**src/rtl/display_scan_mux_pkg.sv**
```systemverilog
`default_nettype none
// ============================================================================
//  Module   : display_pkg
//  Purpose  : Shared types and constants for the multiplexed seven-segment
//             display driver: the active-high hex segment patterns (bit 0 =
//             segment a ... bit 6 = segment g), and the bit positions of the
//             dot and the first digit enable on the output bus.
//  Revision : 1.0  initial release
// ============================================================================
package display_pkg;

    typedef logic [6:0] seg_pattern_t;

    // Bit position of the decimal point and of digit 0's enable on segs.
    localparam int c_dot_bit = 7;
    localparam int c_en_base = 8;

    // Active-high patterns, g..a; 'E' and 'F' light both a and g.
    localparam seg_pattern_t c_hex_pat [16] = '{
        7'h3F, 7'h06, 7'h5B, 7'h4F,   // 0 1 2 3
        7'h66, 7'h6D, 7'h7D, 7'h07,   // 4 5 6 7
        7'h7F, 7'h6F, 7'h77, 7'h7C,   // 8 9 A b
        7'h39, 7'h5E, 7'h79, 7'h71    // C d E F
    };

endpackage
`default_nettype wire

```
**src/rtl/display_scan_mux_if.sv**
```systemverilog
`default_nettype none
// ============================================================================
//  Module   : display_scan_mux_if
//  Purpose  : Bundle between a display client (master) and the scan driver
//             (slave).
//  Ports    : digits/dots/blank/blink_en/load/lamp_test  master -> slave
//             segs (active-low, 8+N_DIGITS) / frame_start slave -> master
//  Revision : 1.0  initial release
// ============================================================================
interface display_scan_mux_if #(
    parameter int N_DIGITS = 4
);
    logic [4*N_DIGITS-1:0] digits;
    logic [N_DIGITS-1:0]   dots;
    logic [N_DIGITS-1:0]   blank;
    logic [N_DIGITS-1:0]   blink_en;
    logic                  load;
    logic                  lamp_test;
    logic [8+N_DIGITS-1:0] segs;
    logic                  frame_start;

    modport master (
        output digits, dots, blank, blink_en, load, lamp_test,
        input  segs, frame_start
    );

    modport slave (
        input  digits, dots, blank, blink_en, load, lamp_test,
        output segs, frame_start
    );
endinterface
`default_nettype wire

```
**src/rtl/seg7_hex_decoder.sv**
```systemverilog
`default_nettype none
// ============================================================================
//  Module   : seg7_hex_decoder
//  Purpose  : Combinational hex to seven-segment decoder, active-low output.
//  Ports    : i_hex     4-bit hex value
//             o_segs_n  7-bit segments g..a, 0 = lit
//  Revision : 1.0  initial release
// ============================================================================
module seg7_hex_decoder
    import display_pkg::*;
(
    input  wire logic [3:0] i_hex,
    output seg_pattern_t    o_segs_n
);

    assign o_segs_n = ~c_hex_pat[i_hex];

endmodule
`default_nettype wire

```
**src/rtl/display_scan_mux.sv**
```systemverilog
`default_nettype none
// ============================================================================
//  Module   : display_scan_mux
//  Purpose  : Multiplexed seven-segment scan driver. Captures digit values and
//             attributes into a pending bank on load, promotes them to the
//             active bank at frame boundaries, and scans one digit per slot
//             with a leading all-off interval to suppress ghosting.
//  Ports    : clk, rst_n (async, active-low)
//             bus  display_scan_mux_if.slave (inputs, segs, frame_start)
//  Revision : 1.0  initial release
// ============================================================================
module display_scan_mux
    import display_pkg::*;
#(
    parameter int N_DIGITS     = 4,
    parameter int CLK_DIV      = 50000,
    parameter int BLANK_CYC    = 500,
    parameter int BLINK_FRAMES = 64
) (
    input  wire logic             clk,
    input  wire logic             rst_n,
    display_scan_mux_if.slave     bus
);

    localparam int IDX_W = $clog2((N_DIGITS > 2) ? N_DIGITS : 2);
    localparam int CNT_W = $clog2(CLK_DIV);
    localparam int FRM_W = $clog2((BLINK_FRAMES > 2) ? BLINK_FRAMES : 2);
    localparam int SEG_W = 8 + N_DIGITS;

    localparam logic [CNT_W-1:0] c_cnt_last    = CNT_W'(CLK_DIV - 1);
    localparam logic [CNT_W-1:0] c_blank_start = CNT_W'(BLANK_CYC);
    localparam logic [IDX_W-1:0] c_idx_last    = IDX_W'(N_DIGITS - 1);
    localparam logic [FRM_W-1:0] c_frm_last    = FRM_W'(BLINK_FRAMES - 1);

    logic [CNT_W-1:0]      r_cnt;
    logic [IDX_W-1:0]      r_idx;
    logic [FRM_W-1:0]      r_frm;
    logic                  r_phase;

    logic [4*N_DIGITS-1:0] r_pend_digits, r_act_digits;
    logic [N_DIGITS-1:0]   r_pend_dots,   r_act_dots;
    logic [N_DIGITS-1:0]   r_pend_blank,  r_act_blank;
    logic [N_DIGITS-1:0]   r_pend_blink,  r_act_blink;

    logic [SEG_W-1:0]      r_segs;
    logic                  r_frame_start;

    logic                  w_tick;
    logic                  w_frame_end;
    logic [3:0]            w_sel_hex;
    logic                  w_sel_dot;
    logic                  w_sel_blank;
    logic                  w_sel_blink;
    logic                  w_dark;
    seg_pattern_t          w_dec_n;
    logic [SEG_W-1:0]      w_segs_next;

    assign w_tick      = (r_cnt == c_cnt_last);
    assign w_frame_end = w_tick && (r_idx == c_idx_last);

    // Prescaler and digit index.
    always_ff @(posedge clk or negedge rst_n) begin
        if (!rst_n) begin
            r_cnt <= '0;
            r_idx <= '0;
        end else if (w_tick) begin
            r_cnt <= '0;
            r_idx <= (r_idx == c_idx_last) ? '0 : r_idx + 1'b1;
        end else begin
            r_cnt <= r_cnt + 1'b1;
        end
    end

    // Frame counter and blink phase; phase flips every BLINK_FRAMES frames.
    always_ff @(posedge clk or negedge rst_n) begin
        if (!rst_n) begin
            r_frm   <= '0;
            r_phase <= 1'b0;
        end else if (w_frame_end) begin
            if (r_frm == c_frm_last) begin
                r_frm   <= '0;
                r_phase <= ~r_phase;
            end else begin
                r_frm <= r_frm + 1'b1;
            end
        end
    end

    // Pending/active banks. A load on the boundary edge bypasses the pending
    // bank so the new values are shown in the frame that is just starting.
    always_ff @(posedge clk or negedge rst_n) begin
        if (!rst_n) begin
            r_pend_digits <= '0;
            r_pend_dots   <= '0;
            r_pend_blank  <= '0;
            r_pend_blink  <= '0;
            r_act_digits  <= '0;
            r_act_dots    <= '0;
            r_act_blank   <= '0;
            r_act_blink   <= '0;
        end else begin
            if (bus.load) begin
                r_pend_digits <= bus.digits;
                r_pend_dots   <= bus.dots;
                r_pend_blank  <= bus.blank;
                r_pend_blink  <= bus.blink_en;
            end
            if (w_frame_end) begin
                r_act_digits <= bus.load ? bus.digits   : r_pend_digits;
                r_act_dots   <= bus.load ? bus.dots     : r_pend_dots;
                r_act_blank  <= bus.load ? bus.blank    : r_pend_blank;
                r_act_blink  <= bus.load ? bus.blink_en : r_pend_blink;
            end
        end
    end

    // Select the attributes of the digit currently being scanned.
    always_comb begin
        w_sel_hex   = '0;
        w_sel_dot   = 1'b0;
        w_sel_blank = 1'b0;
        w_sel_blink = 1'b0;
        for (int k = 0; k < N_DIGITS; k++) begin
            if (r_idx == IDX_W'(k)) begin
                w_sel_hex   = r_act_digits[4*k +: 4];
                w_sel_dot   = r_act_dots[k];
                w_sel_blank = r_act_blank[k];
                w_sel_blink = r_act_blink[k];
            end
        end
    end

    assign w_dark = w_sel_blank || (w_sel_blink && r_phase);

    seg7_hex_decoder u_dec (
        .i_hex    (w_sel_hex),
        .o_segs_n (w_dec_n)
    );

    // Next output word; enables are gated by slot timing only, never by the
    // blank/blink/lamp attributes.
    always_comb begin
        w_segs_next = '1;
        for (int k = 0; k < N_DIGITS; k++) begin
            if ((r_idx == IDX_W'(k)) && (r_cnt >= c_blank_start)) begin
                w_segs_next[c_en_base + k] = 1'b0;
            end
        end
        if (bus.lamp_test) begin
            w_segs_next[c_dot_bit:0] = '0;
        end else if (!w_dark) begin
            w_segs_next[6:0]       = w_dec_n;
            w_segs_next[c_dot_bit] = ~w_sel_dot;
        end
    end

    always_ff @(posedge clk or negedge rst_n) begin
        if (!rst_n) begin
            r_segs        <= '1;
            r_frame_start <= 1'b0;
        end else begin
            r_segs        <= w_segs_next;
            r_frame_start <= w_frame_end;
        end
    end

    assign bus.segs        = r_segs;
    assign bus.frame_start = r_frame_start;

endmodule
`default_nettype wire
```
**src/flat_wrapper.sv**
```systemverilog
// flat-port wrapper written by rule: the top's interface ports become plain ports
module display_scan_mux_flat import display_pkg::*;
#(
    parameter int N_DIGITS     = 4,
    parameter int CLK_DIV      = 50000,
    parameter int BLANK_CYC    = 500,
    parameter int BLINK_FRAMES = 64
)
  (clk, rst_n, bus_digits, bus_dots, bus_blank, bus_blink_en, bus_load, bus_lamp_test, bus_segs, bus_frame_start);
  display_scan_mux_if #(.N_DIGITS(N_DIGITS)) bus_i ();
  input  wire logic clk;
  input  wire logic rst_n;
  input wire logic [$bits(bus_i.digits)-1:0] bus_digits;
  input wire logic [$bits(bus_i.dots)-1:0] bus_dots;
  input wire logic [$bits(bus_i.blank)-1:0] bus_blank;
  input wire logic [$bits(bus_i.blink_en)-1:0] bus_blink_en;
  input wire logic [$bits(bus_i.load)-1:0] bus_load;
  input wire logic [$bits(bus_i.lamp_test)-1:0] bus_lamp_test;
  output wire logic [$bits(bus_i.segs)-1:0] bus_segs;
  output wire logic [$bits(bus_i.frame_start)-1:0] bus_frame_start;
  assign bus_i.digits = bus_digits;
  assign bus_i.dots = bus_dots;
  assign bus_i.blank = bus_blank;
  assign bus_i.blink_en = bus_blink_en;
  assign bus_i.load = bus_load;
  assign bus_i.lamp_test = bus_lamp_test;
  assign bus_segs = bus_i.segs;
  assign bus_frame_start = bus_i.frame_start;
  display_scan_mux #(.N_DIGITS(N_DIGITS), .CLK_DIV(CLK_DIV), .BLANK_CYC(BLANK_CYC), .BLINK_FRAMES(BLINK_FRAMES)) u_core (.clk(clk), .rst_n(rst_n), .bus(bus_i));
endmodule
```
**config.mk**
```make
export PLATFORM = sky130hd
export DESIGN_NAME = display_scan_mux_flat
export DESIGN_NICKNAME = d
export VERILOG_FILES = /design/src/rtl/display_scan_mux_pkg.sv /design/src/rtl/display_scan_mux_if.sv /design/src/rtl/seg7_hex_decoder.sv /design/src/rtl/display_scan_mux.sv /design/src/flat_wrapper.sv
export SDC_FILE = /design/constraint.sdc
export NUM_CORES = 1
export LEC_CHECK = 0
export BUFFER_PORTS_ARGS = -buffer_cell sky130_fd_sc_hd__buf_2
export CAP_MARGIN = 15
export CORE_ASPECT_RATIO = 0.5
export CORE_MARGIN = 2
export CORE_UTILIZATION = 30
export CTS_BUF_LIST = sky130_fd_sc_hd__clkbuf_16
export CTS_CLUSTER_SIZE = 40
export DETAILED_ROUTE_END_ITERATION = 16
export MAX_ROUTING_LAYER = met4
export SLEW_MARGIN = 10
export SYNTH_ARGS = -nofsm -noshare
export SYNTH_HDL_FRONTEND = slang
export SYNTH_SLANG_ARGS = --single-unit
export TNS_END_PERCENT = 1
```
**constraint.sdc**
```tcl
create_clock -name clk -period 4.6 [get_ports clk]
set_input_delay 0.69 -clock clk [delete_from_list [all_inputs] [get_ports clk]]
set_output_delay 0.69 -clock clk [all_outputs]
set_load 0.005 [all_outputs]
```
# [After elaboration in Yosys (flattened, before gate mapping)]
# Memories as Yosys holds them, arrays and structs flattened.
# Cells that the tools add are included.
[word_totals] mem_count=1 ff_bits=94 wordCells=69 mem_bits_ro=112 input_bits=32
[mem_list] name="(name not given)" depth=16 width=7 read_ports=1 rd_clocked_by_memory_dff=0 write_ports=0 line="seg7_hex_decoder.sv:16" text="assign o_segs_n = ~c_hex_pat[i_hex];"
[classes] bitwise=4 addsub=3 n_reduce_logical=9 n_lt_le_gt_ge=2 eq_ne=5 n_mux=31
[ops] cell="$mux W16" count=2
[ops] cell="$mux W4" count=7
[ops] cell="$add A16 B1 Y16 const B" count=1
[ops] cell="$eq A16 B16 Y1 const B" count=1
[ops] cell="$ge A16 B9 Y1 const B" count=1
[ops] cell="$mux W1" count=16
[ops] cell="$mux W8" count=2
[ops] cell="$mux W7" count=2
[ops] cell="$not A7 Y7" count=1
[ops] cell="$add A6 B1 Y6 const B" count=1
[ops] cell="$eq A6 B6 Y1 const B" count=1
[ops] cell="$logic_and A1 B1 Y1" count=6
[ops] cell="$mux W6" count=1
[ops] cell="$ge A5 B5 Y1 const B" count=1
[ops] cell="$not A4 Y5" count=1
[ops] cell="$eq A2 B2 Y1 const B" count=2
[ops] cell="$add A2 B1 Y2 const B" count=1
[ops] cell="$eq A2 B1 Y1 const B" count=1
[ops] cell="$logic_not A2 Y1" count=1
[ops] cell="$mux W2" count=1
[ops] cell="$not A1 Y1" count=2
[ops] cell="$reduce_and A2 Y1" count=1
[ops] cell="$logic_or A1 B1 Y1" count=1

# [Logic depth before layout (Yosys ltp)]
[depth] depth_word=12 ltp_mapped=12

# [Modules after synthesis]
# From an unflattened synthesis, not the netlist that was laid out.
[hier_totals] cells_unflattened=400 area_unflattened_um2=4212.8
[by_module_without_submodules] mod="display_scan_mux" cells_per_inst=367 area_per_inst_um2=3967.6 seq_area_each_um2=2367.3 n_inst=1
[by_module_without_submodules] mod="seg7_hex_decoder" cells_per_inst=33 area_per_inst_um2=245.2 seq_area_each_um2=0.0 n_inst=1

# [Worst setup path before layout]
# OpenSTA, ideal clock, no wires.
[synth_timing] path_kind="register to register" start="register u_core.r_idx[0]" end="register u_core.r_segs[5] (netlist: u_core.bus.segs[5])" period_less_slack_ns=2.283 path_slack_ns=2.317 arrival_time_ns=2.176 required_time_ns=4.494 stages_incl_launch_ff=11 path_cell_list="dfrtp_1 -> ha_1 -> clkbuf_1 -> inv_1 -> nand2_1 -> o221ai_1 -> inv_1 -> ha_1 -> mux2_2 -> a21oi_1 -> a21oi_1"
[synth_via] elab_chain_len=12 word_cells_on_any_way=25
[synth_rtl] item="start: declaration" line="display_scan_mux.sv:36" text="logic [IDX_W-1:0] r_idx;"
[synth_rtl] item="start signal: assignment" line="display_scan_mux.sv:68" text="r_idx <= (r_idx == c_idx_last) ? '0 : r_idx + 1'b1;"
[synth_rtl] item="$logic_not A2 Y1" line="display_scan_mux.sv:124" text="if (r_idx == IDX_W'(k)) begin"
[synth_rtl] item="$mux W4 (4 in series)" line="display_scan_mux.sv:124"
[synth_rtl] item="$not A4 Y5 (implied by the code)" line="seg7_hex_decoder.sv:16"
[synth_rtl] item="$mem_v2 Z16 W7"
[synth_rtl] item="$mux W7 (implied by the code) (2 in series)" line="seg7_hex_decoder.sv:16"
[synth_rtl] item="$not A7 Y7" line="seg7_hex_decoder.sv:16"
[synth_rtl] item="$mux W8 (*)" line="display_scan_mux.sv:151" text="end else if (!w_dark) begin"
[synth_rtl] item="$mux W8 (*)" line="display_scan_mux.sv:149" text="if (bus.lamp_test) begin"
[synth_rtl] item="via u_core.w_segs_next[5]" line="display_scan_mux.sv:56" text="logic [SEG_W-1:0] w_segs_next;"
[synth_rtl] item="end signal: assignment" line="display_scan_mux.sv:162" text="r_segs <= w_segs_next;"
[synth_rtl] item="end: declaration" line="display_scan_mux.sv:45" text="logic [SEG_W-1:0] r_segs;"
# Mark *: on every way through the listed nets, which the timed path passes. The rest lies on a longest branch. The select of a mux whose other input is x is not followed.
# A chain may end at the register's enable or synchronous reset.

# [Final worst setup path]
# Ends and elaborated chain as after synthesis.

==> results.cfg <==
[logic_synthesis]
syn_inst = 329
netlist_area_um2 = 4220
yosys_most_used_dff = dfrtp_1
synth_area_per_cell_um2 = 12.8
synth_edf_count = 0
async_flop_share = 1.00
synth_nets = 374
synth_top_cell_area_share = 0.486
synth_top_area_cell = dfrtp_1
yosysMostFrequentCell = dfrtp_1
ys_seq_elements = 94
yosys-top-cells-area = dfrtp_1 (49%), mux2_2 (16%), dfstp_2 (7.5%)
ys_types = 49
yosys-top-cells-count = dfrtp_1 (82), mux2_2 (61), nand2_1 (19), a21oi_1 (14), ha_1 (13)
synth-warning-count = 0
yosysSeqAreaShare = 0.561

[setup_path]
crit_type = reg -> reg
worst_setup_path_end_kind = flip-flop
r2r_end = u_core.bus.segs[5]
r2r_cells = 9
r2r_start = u_core.r_idx[0]
startpoint = u_core.r_idx[0]
critPathRequiredTime_ns = 4.83
cp-endpoint = u_core.bus.segs[5]
rrSetupSlack_ns = 2.03
critPathLaunchType = flip-flop
cp_max_fo = 11
cp.arrival_ns = 2.80

[die]
io_pins = 45
die_h_um = 87.9
core_um2 = 13600
dieArea_um2 = 15100
start_util = 0.310
num_rows = 30
die_w_um = 172

[route]
ant_nets = 0
first_pass_iters = 4
first_iter_violations = 172
drcViolationCount = 0
wire_per_inst_um = 13.7
wirelength_um = 7880
vias = 2561
routed_via_density = 4.47

[global_route]
grtUsageMet1 = 0.151
grt_max_degree = 64
antenna_found_initial = 0
top_usage_layer = met2
grt.overflow.total = 0
grt_usage = 0.120
grt_pass1_wl_um = 13400
first_global_vias = 2682
use_met3 = 0.0352
met2_usage = 0.184

[layout]
diodes = 0
fillCellCount = 1334
fin_nets = 421
area_growth_pct = 16.4
drive_gt1_frac = 0.373

[pwr]
p_leak_nw = 2.21
p_int_w = 0.00125
switching_power_w = 0.000352
p_seq_frac = 0.537
p_sw_frac = 0.220
combPwrFrac = 0.044
p_per_area_nw_per_um2 = 326
max-vdd-ir-drop_mv = 0.162
power.share.clock = 0.419

[timing]
slew_headroom = 0.376
fin_skew_ns = 0.00849
rsz0062_at_grt = no
tightestPinTransition_ns = 0.927
post-route-period-util = 0.558
period_needed_ns = 2.57
layout_setup_ws_ns = 2.03
hold_violations = 0
final.setup.tns_ns = 0
fmax_mhz = 389
setup_viol = 0
final_max_slew_viol_count = 0

[clock_network]
ctsHoldBuffers = 0
cts_tree = done
clock_path_buffers = 2
clock_latency_ns = 0.34
clock-root-buffer = clkbuf_16
cts.clk_slew.worst_paths_ns = 0.07
cts_resized = 0
htreeDepth = 3
cts_sinks = 94
cts_setup_buffers = 0
numCtsBuffers = 9

[placed_design]
place_ws_ns = 2.04
dp_hpwl_um = 5370
io_buffers = 44
gp_congestion = 0.808

[status]
status = completed

[min_path]
hold_path.class = in -> async

[job]
drv_cap = 0
-- critical path: stages, from the launching register on --
cell	delay, ns
dfrtp_1	0.40
inv_1	0.11
ha_1	0.41
nand2_1	0.15
o221ai_1	0.50
inv_1	0.13
ha_1	0.25
mux2_2	0.27
a21oi_1	0.15
a21oi_1	0.09
-- flip-flops by register name, summed over array words and instances, names as in the netlist --
register and flops:
u_core.bus.frame_start 1, u_core.r_cnt 16, u_core.r_pend_dots 4, u_core.r_pend_blink 4, u_core.r_act_blink 4, u_core.r_frm 6, u_core.r_act_blank 4, u_core.r_pend_digits 16
u_core.r_act_dots 4, u_core.r_phase 1, u_core.r_idx 2, u_core.r_act_digits 16, u_core.r_pend_blank 4, u_core.bus.segs 12
-- worst min path at each step --
stage / startpoint / to / slack (ns)
floorplan: rst_n / u_core.bus.frame_start / 0.39
finish: rst_n / u_core.r_pend_digits[0] / 0.44
detailed placement: u_core.r_cnt[0] / u_core.r_cnt[0] / 0.48
CTS: rst_n / u_core.r_pend_blink[1] / 0.47
global route: rst_n / u_core.r_act_dots[0] / 0.50
global placement: u_core.r_pend_dots[1] / u_core.r_pend_dots[1] / 0.48
-- power groups by stage --
stage	Clock, W	Combinational, W	Sequential (W)
after floorplan	0	0.0000349	0.000872
after detailed placement	0	0.0000750	0.000874
final	0.000670	0.0000712	0.000859
after global placement	0	0.0000737	0.000873
after CTS	0.000691	0.0000747	0.000859
after global routing	0.000731	0.0000814	0.000861
-- kinds of logic after synthesis --
family / after synthesis / share of synthesized area
muxes: 63 / 0.168
adders and majority gates: 13 / 0.0385
and+or+nand+nor: 76 / 0.103
buffers and inverters: 22 / 0.0252
DFF: 94 / 0.561
xor gates and xnor gates: 17 / 0.0353
AOI/OAI and AO/OA: 44 / 0.0700
-- through the flow --
stage	total power [W]	util	cells	hold slack, ns	cell area, um2
after floorplan	0.000907	-	329	0.394	4220
after global placement	0.000946	0.341	557	0.476	4640
after detailed placement	0.000949	0.341	557	0.476	4640
after CTS	0.00162	0.360	573	0.472	4910
after global routing	0.00167	0.360	573	0.502	4910
final	0.00160	0.360	573	0.439	4910
-- cell type report --
type	count	area (um2)	area share
clock buffers	9	225	0.0459
clock inverters	7	41.3	0.00841
inverters	10	37.5	0.00764
multi-input cells	213	1750	0.356
flip-flops and latches	94	2370	0.482
well taps	192	240	0.0489
repair buffers	48	253	0.0515
-- cell usage in the layout, fill, tap and decap left out, types with 3 or more instances in the layout --
master / Yosys / final
nand3_1: 9 / 9
a31oi_1: 4 / 4
o21ai_0: 7 / 7
nand2_1: 19 / 19
nor2b_1: 3 / 3
nand3b_1: 4 / 4
nor3b_1: 4 / 4
xnor2_1: 8 / 8
xor2_1: 9 / 9
clkbuf_16: 0 / 9
ha_1: 13 / 13
inv_1: 10 / 11
mux2_2: 61 / 61
buf_2: 1 / 43
dfrtp_1: 82 / 82
a21oi_1: 14 / 14
a211oi_1: 6 / 6
nand4_1: 5 / 5
dfstp_2: 12 / 12
nor3_1: 6 / 6
buf_4: 0 / 5
nor2_1: 11 / 11
-- per-layer routing --
layer	routed length [um]	part of all wire
met1	4010	0.51
met2	3520	0.45
met3	242	0.031
met4	113	0.014
met5	0	0
Note: power is estimated with default switching activity, not from simulation.
